$ cat src/rtl/lc3b_divider.sv
// LC-3b iterative restoring divider, one quotient bit per cycle.
// Define LC3B_DIV_SIGNED_EN to honour is_signed; otherwise all ops are unsigned.
module lc3b_divider #(
  parameter int WIDTH = 16
) (
  input  logic             clk,
  input  logic             reset_n,
  input  logic             req_valid,
  output logic             req_ready,
  input  logic [WIDTH-1:0] dividend,
  input  logic [WIDTH-1:0] divisor,
  input  logic             is_signed,
  output logic             resp_valid,
  input  logic             resp_ready,
  output logic [WIDTH-1:0] quotient,
  output logic [WIDTH-1:0] remainder,
  output logic             div_by_zero,
  output logic             busy
);

  localparam int CW = $clog2(WIDTH + 1);

  typedef enum logic [1:0] {
    IDLE,
    ITER,
    FIX,
    DONE
  } state_t;

  state_t state_q, state_d;

  logic [WIDTH-1:0] rem_q, rem_d;
  logic [WIDTH-1:0] quo_q, quo_d;
  logic [WIDTH-1:0] dvs_q, dvs_d;
  logic [CW-1:0]    cnt_q, cnt_d;
  logic [WIDTH-1:0] quotient_q, quotient_d;
  logic [WIDTH-1:0] remainder_q, remainder_d;
  logic             dbz_q, dbz_d;

  logic             accept;
  logic             dvs_zero;
  logic [WIDTH-1:0] dvd_mag;
  logic [WIDTH-1:0] dvs_mag;
  logic [WIDTH:0]   shifted;
  logic [WIDTH:0]   diff;

  assign accept   = req_valid && req_ready;
  assign dvs_zero = (divisor == '0);

`ifdef LC3B_DIV_SIGNED_EN
  logic dvd_neg, dvs_neg;
  logic q_neg_q, q_neg_d;
  logic r_neg_q, r_neg_d;

  assign dvd_neg = is_signed & dividend[WIDTH-1];
  assign dvs_neg = is_signed & divisor[WIDTH-1];
  assign dvd_mag = dvd_neg ? -dividend : dividend;
  assign dvs_mag = dvs_neg ? -divisor : divisor;

  always_comb begin
    q_neg_d = q_neg_q;
    r_neg_d = r_neg_q;
    if (accept) begin
      q_neg_d = dvd_neg ^ dvs_neg;
      r_neg_d = dvd_neg;
    end
  end

  always_ff @(posedge clk) begin
    if (!reset_n) begin
      q_neg_q <= 1'b0;
      r_neg_q <= 1'b0;
    end else begin
      q_neg_q <= q_neg_d;
      r_neg_q <= r_neg_d;
    end
  end
`else
  logic unused_is_signed;

  assign unused_is_signed = is_signed;
  assign dvd_mag = dividend;
  assign dvs_mag = divisor;
`endif

  // Partial remainder stays below the divisor, so WIDTH+1 bits hold the trial.
  assign shifted = {rem_q, quo_q[WIDTH-1]};
  assign diff    = shifted - {1'b0, dvs_q};

  always_ff @(posedge clk) begin
    if (!reset_n) begin
      state_q <= IDLE;
    end else begin
      state_q <= state_d;
    end
  end

  always_comb begin
    state_d = state_q;
    case (state_q)
      IDLE: begin
        if (accept) begin
          state_d = dvs_zero ? DONE : ITER;
        end
      end
      ITER: begin
        if (cnt_q == CW'(1)) begin
          state_d = FIX;
        end
      end
      FIX: begin
        state_d = DONE;
      end
      DONE: begin
        if (resp_ready) begin
          state_d = IDLE;
        end
      end
      default: begin
        state_d = IDLE;
      end
    endcase
  end

  always_comb begin
    req_ready  = (state_q == IDLE);
    busy       = (state_q != IDLE);
    resp_valid = (state_q == DONE);
  end

  always_comb begin
    rem_d       = rem_q;
    quo_d       = quo_q;
    dvs_d       = dvs_q;
    cnt_d       = cnt_q;
    quotient_d  = quotient_q;
    remainder_d = remainder_q;
    dbz_d       = dbz_q;
    case (state_q)
      IDLE: begin
        if (accept) begin
          rem_d = '0;
          quo_d = dvd_mag;
          dvs_d = dvs_mag;
          cnt_d = CW'(WIDTH);
          if (dvs_zero) begin
            quotient_d  = '1;
            remainder_d = dividend;
            dbz_d       = 1'b1;
          end
        end
      end
      ITER: begin
        rem_d = diff[WIDTH] ? shifted[WIDTH-1:0]
                            : diff[WIDTH-1:0];
        quo_d = {quo_q[WIDTH-2:0], ~diff[WIDTH]};
        cnt_d = cnt_q - CW'(1);
      end
      FIX: begin
`ifdef LC3B_DIV_SIGNED_EN
        quotient_d  = q_neg_q ? -quo_q : quo_q;
        remainder_d = r_neg_q ? -rem_q : rem_q;
`else
        quotient_d  = quo_q;
        remainder_d = rem_q;
`endif
        dbz_d = 1'b0;
      end
      default: begin
      end
    endcase
  end

  always_ff @(posedge clk) begin
    if (!reset_n) begin
      rem_q       <= '0;
      quo_q       <= '0;
      dvs_q       <= '0;
      cnt_q       <= '0;
      quotient_q  <= '0;
      remainder_q <= '0;
      dbz_q       <= 1'b0;
    end else begin
      rem_q       <= rem_d;
      quo_q       <= quo_d;
      dvs_q       <= dvs_d;
      cnt_q       <= cnt_d;
      quotient_q  <= quotient_d;
      remainder_q <= remainder_d;
      dbz_q       <= dbz_d;
    end
  end

  assign quotient    = quotient_q;
  assign remainder   = remainder_q;
  assign div_by_zero = dbz_q;

endmodule

$ cat config.mk
export PLATFORM = sky130hd
export DESIGN_NAME = lc3b_divider
export DESIGN_NICKNAME = d
export VERILOG_FILES = /design/src/rtl/lc3b_divider.sv
export SDC_FILE = /design/constraint.sdc
export NUM_CORES = 1
export LEC_CHECK = 0
export BUFFER_PORTS_ARGS = -buffer_cell sky130_fd_sc_hd__buf_2
export CAP_MARGIN = 5
export CORE_UTILIZATION = 61
export DETAILED_ROUTE_END_ITERATION = 16
export GPL_ROUTABILITY_DRIVEN = 0
export PLACE_DENSITY = 0.85
export SLEW_MARGIN = 20
export SYNTH_ARGS = -nofsm -noshare
export SYNTH_HDL_FRONTEND = slang
export SYNTH_SLANG_ARGS = --single-unit
$ cat constraint.sdc
create_clock -name clk -period 6.41 [get_ports clk]
set_input_delay 0.641 -clock clk [delete_from_list [all_inputs] [get_ports clk]]
set_output_delay 0.641 -clock clk [all_outputs]
set_load 0.03 [all_outputs]
## After elaboration in Yosys (flattened, before gate mapping)

Index checks and enable logic that the tools add are counted.

- Logic and storage cells: 50
- Register bits after elaboration: 88
- Output and inout port bits: 36
- Input port bits: 37

- Reduce and logical (&&, ||, !) cells: 10
- Multiplexer cells: 21
- $add $sub $neg: 2
- Equal/unequal tests: 8
- Bitwise operators: 1

Operators by type and width:

| operator | number |
|---|---|
| one-hot mux 16 bit (2 select lines) | 4 |
| 2-to-1 mux 16 bit | 7 |
| subtractor 17 x 16 -> 17 bit | 1 |
| logical NOT 16 bit | 1 |
| one-hot mux 5 bit (2 select lines) | 1 |
| 2-to-1 mux 2 bit | 4 |
| one-hot mux 2 bit (4 select lines) | 1 |
| inequality test 2 x 1 -> 1 bit (second input constant) | 3 |
| AND reduction 3 bit | 2 |
| nonzero test 2 bit | 3 |
| equality test 5 x 1 -> 1 bit (second input constant) | 1 |
| 2-to-1 mux 5 bit | 1 |
| subtractor 5 x 1 -> 5 bit (second input constant) | 1 |
| equality test 2 bit (second input constant) | 2 |
| AND reduction 2 bit | 2 |
| equality test 2 x 1 -> 1 bit (second input constant) | 1 |
| logical NOT 2 bit | 1 |
| 2-to-1 mux 1 bit | 2 |
| inequality test 2 bit (second input constant) | 1 |
| one-hot mux 1 bit (2 select lines) | 1 |
| logical AND 1 bit | 1 |
| NOT 1 bit | 1 |

## Logic depth before layout (Yosys ltp)

- Word-level depth: 4
- Depth in mapped cells: 12
- Gate-level depth less buffers: 11

## Least setup slack after synthesis

OpenSTA, ideal clock, no wires.

- Kind: register to register
- Start: register quo_q[15]
- End: register rem_q[3]
- Buffers on the path: 0
- Stages on the path, launching flop included: 12
- Setup slack: 3905 ps
- Arrival time: 2443 ps
- Data required time: 6348 ps
- Cells stage by stage: dfxtp_1 -> inv_1 -> ha_1 -> inv_1 -> fa_1 -> a211o_1 -> o211ai_2 -> a21oi_2 -> a21oi_4 -> xor2_4 -> or4_1 -> nand3_1

- Longest elaborated chain between the ends: 3

RTL lines:

| element | line | text |
|---|---|---|
| from (decl) | 33 | `logic [WIDTH-1:0] quo_q, quo_d;` |
| from (signal assigned) | 185 | `quo_q <= quo_d;` |
| subtractor 17 x 16 -> 17 bit | 88 | `assign diff = shifted - {1'b0, dvs_q};` |
| 2-to-1 mux 16 bit | 154 | `rem_d = diff[WIDTH] ? shifted[WIDTH-1:0]` |
| one-hot mux 16 bit (2 select lines) | 139 | `case (state_q)` |
| to (signal assigned) | 184 | `rem_q <= rem_d;` |
| to (decl) | 32 | `logic [WIDTH-1:0] rem_q, rem_d;` |

No other way between the ends.
A chain may end at the register's enable or synchronous reset.

## Worst setup path in the final report

Ends and elaborated chain as after synthesis.

==> flow_summary.json <==
{
  "critPathTopFamily": "compound AO/OA/AOI/OAI gates",
  "rsz0062_at_grt": "no",
  "final_util_pct": 70.8,
  "fin_crit_sh_pct": 45.8,
  "hp-class": "reg2reg",
  "syn-num-nets": 614,
  "skew_ns": 0.00697,
  "num_rows": 31,
  "slew_headroom_pct": 42.8,
  "synth_compound_area_share_pct": 21.4,
  "timing.rr.start": "quo_q[15]$_SDFFE_PN0P_",
  "clock.fmax_ghz": 0.341,
  "postSynthCellCount": 554,
  "cpPeakStageDelay_ns": 0.55,
  "core_area_sq_um": 7290,
  "grt_usage_pct": 27.9,
  "chipWidth_um": 89.2,
  "synthAdderAreaFrac_pct": 6.37,
  "yosysUniqueCellTypes": 57,
  "grt_start_max_net_pins": 75,
  "drt-total-wl_mm": 10.4,
  "ant_nets": 0,
  "synth_xor_area_share_pct": 2.65,
  "r2r_setup_slack_ns": 3.47,
  "mostFrequentLayoutCells": "88 x dfxtp_1, 71 x buf_2, 64 x nand2_1",
  "yosys_warnings": 0,
  "cts.hold.buffers_added": 0,
  "diodes": 0,
  "synth-seq-cells": 88,
  "cts_setup_buffers": 0,
  "drt-wirelength-per-cell_um": 14.8,
  "rr_worst_depth": 11,
  "status": "finished, final reports clean",
  "start_kind": "flop",
  "internal_power_mw": 1.49,
  "ys_seq_area_share_pct": 38.0,
  "initial_core_util_pct": 63.5,
  "synthSimpleGateAreaFrac_pct": 17.5,
  "ys.flop_type": "dfxtp_1",
  "syn_avg_cell_area_sq_um": 8.36,
  "synthArstFlopShare_pct": 0,
  "syn_to_final_growth_pct": 11.5,
  "ir_drop_v": 0.000296,
  "drtIter0Drc": 232,
  "r2r_end": "rem_q[3]$_SDFFE_PN0P_",
  "grt_pass1_vias": 3720,
  "cts_tree": "yes",
  "crit_slowest_cell": "or4_1",
  "hold_violations": 0,
  "synth_area_sq_um": 4630,
  "yosys-mux-area-fraction_pct": 7.13,
  "ctsHtreeMaxLevel": 3,
  "portBuffers": 71,
  "setup_violations": 0,
  "clock_latency_ns": 0.36,
  "leakagePower_nw": 2.06,
  "maxSlewViolCount": 0,
  "max_cap_violations": 0,
  "power_frac_clock_pct": 11.5,
  "hold_end": "dvs_q[12]$_SDFFE_PN0P_",
  "die_h_um": 89.2,
  "synth_top_family_by_area": "compound AO/OA/AOI/OAI gates",
  "min_period_ns": 2.94,
  "pwr-share-comb_pct": 60.7,
  "drc": 0,
  "vias": 4189,
  "cp_num_buf_inv": 2,
  "grt_pass1_wl_mm": 17.3,
  "finalSetupTns_ns": 0,
  "cp.required_ns": 6.71,
  "p_seq_share_pct": 27.8,
  "clk_pin_slew_ns": 0.09,
  "final_cells": 708,
  "drive_gt1_share_pct": 17.1,
  "final_nets": 665,
  "power_density_nw_per_um2": 580,
  "cp_cell_sequence": "inv_1, ha_1, inv_1, fa_1, a211o_1, o211ai_2, a21oi_2, a21oi_4, xor2_4, or4_1, nand3_1",
  "dp.cells": 693,
  "worstSetupEndpointType": "flop",
  "cts.path.max_buffers": 2,
  "synth_edf_count": 0,
  "hold_start": "dvs_q[12]$_SDFFE_PN0P_",
  "crit_arrival_ns": 3.24,
  "cpMostUsedCell": "inv_1",
  "criticalPathCategory": "reg2reg",
  "path_depth": 11,
  "hpwlAfterDp_mm": 7.43,
  "drt-pass1-iter-count": 5,
  "swShare_pct": 50.3,
  "grt_overflow": 0,
  "root_buffer": "clkbuf_8",
  "cts_buffers": 9,
  "worstMarginPinSlew_ns": 0.854,
  "antenna_found_initial": 0,
  "cts-resized-gates": 0,
  "die_area_sq_um": 7950,
  "ios": 73,
  "via_per_inst": 5.92,
  "layout_commonest_cell": "dfxtp_1",
  "whs_ns": 0.460,
  "power.switching_mw": 1.51,
  "cts_sinks": 88,
  "crit_path_max_fanout": 14,
  "p_total_mw": 3.00,
  "holdPathStages": 2
}
-- tightest hold or removal path: cells and delay by family, from the launching register on --
family          cells  cell delay (ns)
compound gates      1             0.05
flops               1             0.32
simple gates        1             0.05
-- registers in the layout (all words and copies together), names as in the netlist --
register,flops
cnt_q,5
dvs_q,16
state_q,2
remainder,16
div_by_zero,1
quotient,16
rem_q,16
quo_q,16
-- worst max-delay path by stage --
stage	to	slack [ns]	startpoint
after floorplan	rem_q[3]$_SDFFE_PN0P_	3.90	quo_q[15]$_SDFFE_PN0P_
after global placement	quotient[4]$_SDFFE_PN0P_	3.52	divisor[2]
after detailed placement	quotient[8]$_SDFFE_PN0P_	3.35	divisor[2]
after CTS	rem_q[3]$_SDFFE_PN0P_	3.49	quo_q[15]$_SDFFE_PN0P_
after global routing	quotient[6]$_SDFFE_PN0P_	3.25	state_q[0]$_SDFFE_PN0P_
final	rem_q[3]$_SDFFE_PN0P_	3.47	quo_q[15]$_SDFFE_PN0P_
-- layout make-up --
type | instances | area, sq um
inverters | 43 | 161
clock inverters | 6 | 45.0
fillers | 595 | 2130
repair buffers | 76 | 393
flip-flops and latches | 88 | 1760
well taps | 99 | 124
multi-input cells | 387 | 2560
clock buffers | 9 | 124
-- power by group through the flow --
stage / Combinational [mW] / Sequential (mW) / Clock, mW
finish: 1.82 / 0.832 / 0.346
global route: 1.99 / 0.856 / 0.376
CTS: 1.79 / 0.829 / 0.350
detailed placement: 1.77 / 0.842 / 0
global placement: 1.71 / 0.834 / 0
floorplan: 1.42 / 0.878 / 0
-- synthesized netlist by cell type, drive strengths merged (5+ instances only) --
cell    count  area [sq um]
a211oi     35           263
a21oi      38           216
a311oi     17           149
a32oi       5          43.8
buf        11          68.8
clkbuf     25          93.8
dfxtp      88          1760
ha         22           275
inv        43           161
mux2i      33           330
nand2      64           240
nand2b      6          37.5
nand3      24           125
nor2       60           225
nor3        6          30.0
o21a        6          45.0
o21ai      16          83.8
xor2        7          80.1
-- layer usage --
metal / wire length [um] / vias up / GRT usage (%)
met3: 585 / 14 / 3.79
met2: 4860 / 162 / 46.2
li1: - / 2075 / -
met1: 4850 / 1938 / 37.1
met5: 0 / - / 0
met4: 147 / 0 / 10.4
-- metrics by stage --
step	worst slack, ns	cell area, sq um
after global routing	3.25	5170
after floorplan	3.90	4630
after CTS	3.49	5160
final	3.47	5170
after detailed placement	3.35	4990
after global placement	3.52	4990
-- logic make-up after synthesis --
kind of cell | Yosys count
DFF | 88
AOI/OAI and AO/OA | 138
adders and majority gates | 23
xor gates and xnor gates | 11
and+or+nand+nor | 182
muxes | 33
buffers and inverters | 79
Note: power is estimated with default switching activity, not from simulation.
